[config.mk]
export PLATFORM = sky130hd
export DESIGN_NAME = rgmii_udp_rx
export DESIGN_NICKNAME = d
export VERILOG_FILES = /design/src/rtl/rgmii_udp_rx.sv
export SDC_FILE = /design/constraint.sdc
export NUM_CORES = 1
export LEC_CHECK = 0
export ABC_CLOCK_PERIOD_IN_PS = 3300
export BUFFER_PORTS_ARGS = -buffer_cell sky130_fd_sc_hd__buf_2
export CAP_MARGIN = 30
export CORE_MARGIN = 4
export CORE_UTILIZATION = 30
export DETAILED_ROUTE_END_ITERATION = 16
export PLACE_DENSITY = 0.51
export SLEW_MARGIN = 10
export SYNTH_ARGS = -nofsm -noshare
export SYNTH_HDL_FRONTEND = slang
export SYNTH_SLANG_ARGS = --single-unit
[constraint.sdc]
create_clock -name clk_i -period 3.3 [get_ports clk_i]
set_input_delay 0.165 -clock clk_i [delete_from_list [all_inputs] [get_ports clk_i]]
set_output_delay 0.165 -clock clk_i [all_outputs]
set_load 0.02 [all_outputs]
[src/rtl/rgmii_udp_rx.sv]
// UDP/IPv4/Ethernet receive parser on the GMII byte stream: strips preamble, filters the
// 42-byte header, streams the UDP payload as registered bytes and reports FCS status per frame.
module rgmii_udp_rx #(
   parameter bit CHECK_IP_VER = 1'b1
) (
   input  logic        clk_i,
   input  logic        arstn_i,
   input  logic [7:0]  rx_data_i,
   input  logic        rx_valid_i,
   input  logic        rx_err_i,
   input  logic        check_destination_i,
   input  logic [47:0] fpga_mac_i,
   input  logic [31:0] fpga_ip_i,
   input  logic [15:0] fpga_port_i,
   output logic [7:0]  m_axis_tdata_o,
   output logic        m_axis_tvalid_o,
   output logic        m_axis_tlast_o,
   output logic        m_axis_tuser_o,
   output logic [47:0] host_mac_o,
   output logic [31:0] host_ip_o,
   output logic [15:0] host_port_o,
   output logic        frame_done_o,
   output logic        crc_err_o,
   output logic        drop_o
);
   localparam int          HEADER_BYTES = 42;
   localparam logic [31:0] CRC_POLY     = 32'hEDB8_8320;
   localparam logic [31:0] CRC_RESIDUE  = 32'hDEBB_20E3;

   typedef enum logic [2:0] {S_IDLE, S_PRE, S_HDR, S_PAY, S_TAIL, S_DROP} state_t;

   state_t      state, state_nx;
   logic [7:0]  hdr [HEADER_BYTES];
   logic [5:0]  byte_cnt;
   logic [15:0] pay_cnt;
   logic [31:0] crc;
   logic        err_seen;

   logic [47:0] dst_mac, src_mac;
   logic [31:0] src_ip, dst_ip;
   logic [15:0] eth_type, src_port, dst_port, udp_len;
   logic [7:0]  ver_ihl, protocol;
   logic        hdr_last, filt_ok, fall;

   logic [7:0]  tdata_nx;
   logic        tvalid_nx, tlast_nx, tuser_nx, done_nx, crc_err_nx, drop_nx;

   function automatic logic [31:0] crc_byte(input logic [31:0] c_in, input logic [7:0] d);
      logic [31:0] c;
      c = c_in ^ {24'h0, d};
      for (int i = 0; i < 8; i++)
         c = c[0] ? ((c >> 1) ^ CRC_POLY) : (c >> 1);
      return c;
   endfunction

   // Byte 41 (UDP checksum) is never inspected, so the filter can run on bytes 0..40 already stored.
   assign dst_mac  = {hdr[0], hdr[1], hdr[2], hdr[3], hdr[4], hdr[5]};
   assign src_mac  = {hdr[6], hdr[7], hdr[8], hdr[9], hdr[10], hdr[11]};
   assign eth_type = {hdr[12], hdr[13]};
   assign ver_ihl  = hdr[14];
   assign protocol = hdr[23];
   assign src_ip   = {hdr[26], hdr[27], hdr[28], hdr[29]};
   assign dst_ip   = {hdr[30], hdr[31], hdr[32], hdr[33]};
   assign src_port = {hdr[34], hdr[35]};
   assign dst_port = {hdr[36], hdr[37]};
   assign udp_len  = {hdr[38], hdr[39]};

   assign hdr_last = (state == S_HDR) && rx_valid_i && (byte_cnt == 6'(HEADER_BYTES - 1));
   assign fall     = (state != S_IDLE) && !rx_valid_i;

   assign filt_ok = (eth_type == 16'h0800) && (protocol == 8'h11) && (udp_len >= 16'd8) &&
                    (!CHECK_IP_VER || (ver_ihl == 8'h45)) &&
                    (!check_destination_i ||
                     (((dst_mac == fpga_mac_i) || (dst_mac == 48'hFFFF_FFFF_FFFF)) &&
                      (dst_ip == fpga_ip_i) && (dst_port == fpga_port_i)));

   always_ff @(posedge clk_i or negedge arstn_i) begin
      if (!arstn_i) state <= S_IDLE;
      else          state <= state_nx;
   end

   always_comb begin
      state_nx = state;
      if (fall) begin
         state_nx = S_IDLE;
      end else begin
         case (state)
            S_IDLE:
               if (rx_valid_i) begin
                  if (rx_err_i)                state_nx = S_DROP;
                  else if (rx_data_i == 8'h55) state_nx = S_PRE;
                  else if (rx_data_i == 8'hD5) state_nx = S_HDR;
                  else                         state_nx = S_DROP;
               end
            S_PRE:
               if (rx_err_i)                state_nx = S_DROP;
               else if (rx_data_i == 8'hD5) state_nx = S_HDR;
               else if (rx_data_i != 8'h55) state_nx = S_DROP;
            S_HDR:
               if (rx_err_i)     state_nx = S_DROP;
               else if (hdr_last) state_nx = !filt_ok ? S_DROP :
                                             (udp_len == 16'd8) ? S_TAIL : S_PAY;
            S_PAY:
               if (pay_cnt == 16'd1) state_nx = S_TAIL;
            default: state_nx = state;
         endcase
      end
   end

   always_comb begin
      tdata_nx   = 8'h00;
      tvalid_nx  = 1'b0;
      tlast_nx   = 1'b0;
      tuser_nx   = 1'b0;
      if (state == S_PAY) begin
         tvalid_nx = 1'b1;
         if (!rx_valid_i) begin
            // truncated payload: close the packet with an empty error beat
            tlast_nx = 1'b1;
            tuser_nx = 1'b1;
         end else begin
            tdata_nx = rx_data_i;
            tlast_nx = (pay_cnt == 16'd1);
            tuser_nx = (pay_cnt == 16'd1) && (err_seen || rx_err_i);
         end
      end
      done_nx    = fall && ((state == S_PAY) || (state == S_TAIL));
      crc_err_nx = done_nx && ((crc != CRC_RESIDUE) || err_seen || (state == S_PAY));
      drop_nx    = ((state_nx == S_DROP) && (state != S_DROP)) ||
                   (fall && ((state == S_PRE) || (state == S_HDR)));
   end

   always_ff @(posedge clk_i) begin
      if ((state == S_HDR) && rx_valid_i && (byte_cnt < 6'(HEADER_BYTES)))
         hdr[byte_cnt] <= rx_data_i;
   end

   always_ff @(posedge clk_i or negedge arstn_i) begin
      if (!arstn_i) begin
         m_axis_tdata_o  <= '0;
         m_axis_tvalid_o <= 1'b0;
         m_axis_tlast_o  <= 1'b0;
         m_axis_tuser_o  <= 1'b0;
         frame_done_o    <= 1'b0;
         crc_err_o       <= 1'b0;
         drop_o          <= 1'b0;
         host_mac_o      <= '0;
         host_ip_o       <= '0;
         host_port_o     <= '0;
         byte_cnt        <= '0;
         pay_cnt         <= '0;
         crc             <= '1;
         err_seen        <= 1'b0;
      end else begin
         m_axis_tdata_o  <= tdata_nx;
         m_axis_tvalid_o <= tvalid_nx;
         m_axis_tlast_o  <= tlast_nx;
         m_axis_tuser_o  <= tuser_nx;
         frame_done_o    <= done_nx;
         crc_err_o       <= crc_err_nx;
         drop_o          <= drop_nx;
         if ((state == S_IDLE) || (state == S_PRE)) begin
            byte_cnt <= '0;
            crc      <= '1;
            err_seen <= 1'b0;
         end else if (rx_valid_i && (state != S_DROP)) begin
            crc <= crc_byte(crc, rx_data_i);
         end
         if ((state == S_HDR) && rx_valid_i)
            byte_cnt <= byte_cnt + 6'd1;
         if (rx_valid_i && rx_err_i && ((state == S_PAY) || (state == S_TAIL)))
            err_seen <= 1'b1;
         if (hdr_last && filt_ok) begin
            host_mac_o  <= src_mac;
            host_ip_o   <= src_ip;
            host_port_o <= src_port;
            pay_cnt     <= udp_len - 16'd8;
         end else if ((state == S_PAY) && rx_valid_i) begin
            pay_cnt <= pay_cnt - 16'd1;
         end
      end
   end

endmodule
* Word-level counts from Yosys, hierarchy flattened
Memories as Yosys holds them, arrays and structs flattened. A register that Yosys moved wholly into a read port is not among the register bits.
Index checks and enable logic that the tools add are counted.
** Storage, ports and cells
- Register bits :: 72
- Bits in latches :: 0
- Memory bits (writable) :: 336
- Bits in read-only memories :: 0
- Input port bits :: 109
- Word-level logic and storage cells :: 135
- Memories :: 1
** Memory list
- hdr :: words 42, bits a word 8, read ports 30, clocked after Yosys merged registers in 12, write ports 1, line 33 : logic [7:0] hdr [HEADER_BYTES];
** Operators by class
- Add/subtract/negate cells :: 3
- Multipliers :: 0
- Divide/modulo/power cells :: 0
- $lt $le $gt $ge :: 2
- Eq/ne operators :: 20
- Shifts and indexed selects :: 0
- Multiplexer cells :: 39
- Bitwise gates (word level) :: 9
- Reduce and logical (&&, ||, !) cells :: 49
** Operators by type and width (number)
- 2-to-1 mux 32 bit :: 10
- NOT 13 -> 14 bit :: 8
- equality test 48 bit :: 1
- equality test 48 bit, second input constant :: 1
- 2-to-1 mux 3 bit :: 13
- equality test 32 bit :: 1
- 2-to-1 mux 16 bit :: 2
- inequality test 32 bit, second input constant :: 1
- XOR 32 x 8 -> 32 bit :: 1
- logical AND 1 bit :: 20
- equality test 16 x 1 -> 1 bit, second input constant :: 1
- equality test 16 x 12 -> 1 bit, second input constant :: 1
- equality test 16 bit :: 1
- equality test 16 x 4 -> 1 bit, second input constant :: 1
- equality test 8 x 7 -> 1 bit, second input constant :: 2
- >= comparator 16 x 4 -> 1 bit, second input constant :: 1
- 2-to-1 mux 8 bit :: 2
- subtractor 16 x 1 -> 16 bit, second input constant :: 1
- subtractor 16 x 4 -> 16 bit, second input constant :: 1
- logical NOT 1 bit :: 14
- 2-to-1 mux 6 bit :: 2
- one-hot mux 3 bit (4 select lines) :: 1
- logical OR 1 bit :: 9
- 2-to-1 mux 1 bit :: 9
- other kinds (13) :: 18

* Depth between registers and ports, before layout
- Word-level depth :: 19
- Depth in mapped cells :: 11

* Least setup slack after synthesis
OpenSTA, ideal clock, no wires.
- Path type :: flip-flop to flip-flop
- From :: reg pay_cnt[7]
- To :: reg drop_o
- Setup time :: 65 ps
- Arrival time :: 2400 ps
- Required time :: 3235 ps
- Path slack :: 835 ps
- Stages on the path, launching flop included :: 9
- Period minus slack after synthesis :: 2465 ps
- Cell sequence :: dfrtp_1 or4_4 or3_4 or4_4 a21bo_1 nand3_1 o21ai_2 nor3_2 a31o_1
** Between the ends
- Word-level cells in the longest chain between the ends :: 7
** RTL lines
- from (decl) :: line 35 : logic [15:0] pay_cnt;
- from (signal assigned) :: line 177 : pay_cnt <= udp_len - 16'd8;
- from (signal assigned) :: line 179 : pay_cnt <= pay_cnt - 16'd1;
- equality test 16 x 1 -> 1 bit :: line 104 : if (pay_cnt == 16'd1) state_nx = S_TAIL;
- 2-to-1 mux 3 bit :: line 104
- one-hot mux 3 bit (4 select lines) :: line 87 : case (state)
- 2-to-1 mux 3 bit :: line 84 : if (fall) begin
- equality test 3 bit :: line 129 : drop_nx = ((state_nx == S_DROP) && (state != S_DROP)) ||
- logical AND 1 bit :: line 129
- logical OR 1 bit :: line 129
- named net drop_nx :: line 46 : logic tvalid_nx, tlast_nx, tuser_nx, done_nx, crc_err_nx, drop_nx;
- to (signal assigned) :: line 161 : drop_o <= drop_nx;
- to (decl) :: line 24 : output logic drop_o
The timed path passes the listed nets, and every way through them passes these cells.
A chain may end at the register's enable or synchronous reset.

==> metrics.cfg <==
[run_status]
status = finished clean

[setup_path]
crit_arrival_ns = 3.44
r2r_end = host_ip_o[12]$_DFFE_PN0P_
worstPathMaxFanout = 32
r2r_start = hdr[3][6]$_DFFE_PP_
regToRegSetupSlack_ns = 0.31
path_cells = xor2_1 > nor4_1 > nand4_1 > o31ai_1 > a21boi_1 > nor2_4 > buf_12 > buf_12 > mux2_2
worst-path-buf-inv = 2
crit_slowest_cell = edfxtp_1
cp-startpoint = hdr[3][6]$_DFFE_PP_
slowest_delay_ns = 0.46
path_class = reg -> reg
cp-start-kind = flip-flop
worst_setup_path_end_kind = flip-flop
cp.depth = 9
critPathRequiredTime_ns = 3.74
crit_family = compound AO/OA/AOI/OAI gates
crit_path_frequent_cell = buf_12
endpoint = host_ip_o[12]$_DFFE_PN0P_
ff2ff_path_depth = 9

[yosys]
synth_edf_count = 240
syn_area_um2 = 16300
ys_seq_elements = 408
yosysWarnings = 0
syn-num-nets = 1171
syn_avg_cell_area_um2 = 15.5
synth-main-ff-cell = edfxtp_1
synth_cells = 1057
synthArstFlopShare_pct = 41.2
synth_cell_type_count = 55
ys_seq_area_share_pct = 70.1

[clock_network]
clk_latency_ns = 0.58
clock_sinks = 408
cts_max_level = 2
cts_tree = built
cts_root_buf = clkbuf_16
cts_buffers = 44
cts.reportedPaths.clkPinSlew_ns = 0.06
cts_resized = 0
clock_path_buffers = 3

[power]
ir_worst_vdd_v = 0.000329
leakage_nw = 8.11
powerDensity_nw_per_um2 = 630

[floorplan]
die_h_um = 241
rows = 85
die-area_um2 = 58300
start_util_pct = 30.3
io_pins = 219
die_w_um = 241
coreArea_um2 = 53900

[placement]
io_buffer_count = 218
placed_cell_area_um2 = 18600
post-dp-hpwl_mm = 30.4
place.gp.congestion = 0.819

[sta]
period_share_pct = 90.6
hold_viol = 0
fin_crit_ns = 2.99
relSlewSlack_pct = 38.7
setup_viol = 0
setup_tns_ns = 0
skew_ns = 0.0315
drv_slew = 0
fmax_mhz = 334
worstMarginPinSlew_ns = 0.916
grt_setup_unrepaired = no

[global_routing]
grt_pass1_vias = 10200
gr-usage-all-layers_pct = 15.1
antenna_found_initial = 4
grt_first_pass_wirelength_mm = 65.7
gr-total-overflow = 0
grt_max_degree = 52

[route]
drtAntennaViolNets = 0
via_per_inst = 4.74
wl_mm = 44.7
first_pass_iters = 5
drcViolationCount = 0
wl_per_cell_um = 21.5
drt_iter0_drc = 643
vias = 9848

[run]
drv_cap = 0

[worst_hold_path]
hold_path_class = in -> reg

[cells_and_area]
layout_commonest_cell = edfxtp_1
design_area_um2 = 20000
final_cell_mix = edfxtp_1 (240), buf_2 (217), dfrtp_1 (136)
drive_above_1_share_pct = 33.6
multiInputGateArea_um2 = 4750
area_growth_pct = 22.7
finalCoreUtilization_pct = 37.2
num-fill-cells = 5106
final-seq-area_um2 = 11500
fin_nets = 1458

## stage by stage
| stage | setup WS (ns) | power, mW | hold WS, ns | std cells |
|---|---|---|---|---|
| 2_1_floorplan | 0.835 | 7.43 | -0.131 | 1057 |
| 3_3_place_gp | 0.0462 | 8.04 | 0.164 | 1989 |
| 3_5_place_dp | 0.105 | 8.04 | 0.172 | 1989 |
| 4_1_cts | 0.0423 | 12.8 | 0.00615 | 2075 |
| 5_1_grt | 0.126 | 13.2 | 0.0145 | 2077 |
| 6_report | 0.309 | 12.6 | 0.0285 | 2078 |
## Yosys cell counts (all sizes together), types with 2 or more instances
cell / number / area (µm²)
nor2b: 4 / 25.0
dfstp: 32 / 841
and2: 3 / 18.8
or4: 4 / 37.5
o21ai: 19 / 98.9
xnor2: 66 / 578
nand4b: 2 / 17.5
and3: 11 / 68.8
nor4bb: 4 / 40.0
nor4: 41 / 257
nand4: 25 / 156
nand3: 12 / 60.1
edfxtp: 240 / 7210
o31ai: 4 / 30.0
nor4b: 13 / 114
nor3: 16 / 85.1
a21boi: 4 / 30.0
ha: 5 / 62.6
clkbuf: 13 / 48.8
nand2: 32 / 120
a22oi: 2 / 15.0
inv: 7 / 26.3
nor2: 54 / 205
nand3b: 5 / 37.5
or3: 9 / 61.3
xor2: 117 / 1020
mux2: 97 / 1090
o211ai: 3 / 22.5
dfrtp: 136 / 3400
o22a: 32 / 280
a21oi: 10 / 50.1
or2: 3 / 18.8
nand2b: 5 / 31.3
buf: 14 / 68.8
## registers in the layout, indices dropped and copies added (netlist names)
signal,flops
frame_done_o,1
host_mac_o,48
drop_o,1
host_ip_o,32
pay_cnt,16
m_axis_tuser_o,1
crc,32
m_axis_tlast_o,1
crc_err_o,1
hdr,240
m_axis_tvalid_o,1
byte_cnt,6
m_axis_tdata_o,8
host_port_o,16
state,3
err_seen,1
## cell type report
class                   instances  share of cell area, %
repair buffers                268                   7.77
flip-flops and latches        408                   57.1
clock inverters                22                  0.999
clock buffers                  60                   5.90
diodes                          2                 0.0250
inverters                       7                  0.131
multi-input cells             615                   23.7
well taps                     696                   4.34
## report_power, final
part | internal (mW) | switching [mW]
clock | 2.69 | 2.01
sequential | 5.70 | 0.155
combinational | 1.01 | 1.06
## how the worst min path moves through the flow
stage	startpoint	to	slack [ns]	cells after the start
global placement	arstn_i	host_mac_o[38]$_DFFE_PN0P_	0.16	1
CTS	rx_data_i[6]	hdr[23][6]$_DFFE_PP_	0.006	1
finish	rx_data_i[6]	hdr[23][6]$_DFFE_PP_	0.03	1
floorplan	arstn_i	byte_cnt[0]$_DFFE_PN0P_	-0.13	0
detailed placement	arstn_i	host_mac_o[38]$_DFFE_PN0P_	0.17	1
global route	rx_data_i[6]	hdr[23][6]$_DFFE_PP_	0.01	1
## metal layers
metal / global-route usage, % / up-vias / routed length (µm)
li1: - / 4512 / -
met1: 21.4 / 5017 / 20700
met2: 23.8 / 266 / 20600
met3: 3.28 / 53 / 2660
met4: 3.34 / 0 / 764
met5: 0 / - / 0
## timing repair
action / CTS / global route
endpoints found under the setup margin: 0 / 35
buffers inserted: 0 / 1
hold endpoints to repair: 51 / 0
hold buffers: 4 / 0
## worst register-to-register path: cells and delay by family (launching register included)
family,cells,cell delay [ns]
buf+inv,2,0.37
flops,1,0.46
compound gates,2,0.78
simple gates,3,0.70
xor+xnor,1,0.18
mux,1,0.38
## cell families after synthesis
kind of cell | Yosys count | share of synthesized area, %
compound gates | 83 | 3.69
fa+ha+maj | 5 | 0.383
buf+inv | 34 | 0.880
simple gates | 246 | 8.44
flops | 408 | 70.1
xor+xnor | 183 | 9.81
mux | 98 | 6.74
No activity file was read; power rests on OpenSTA's default activity.
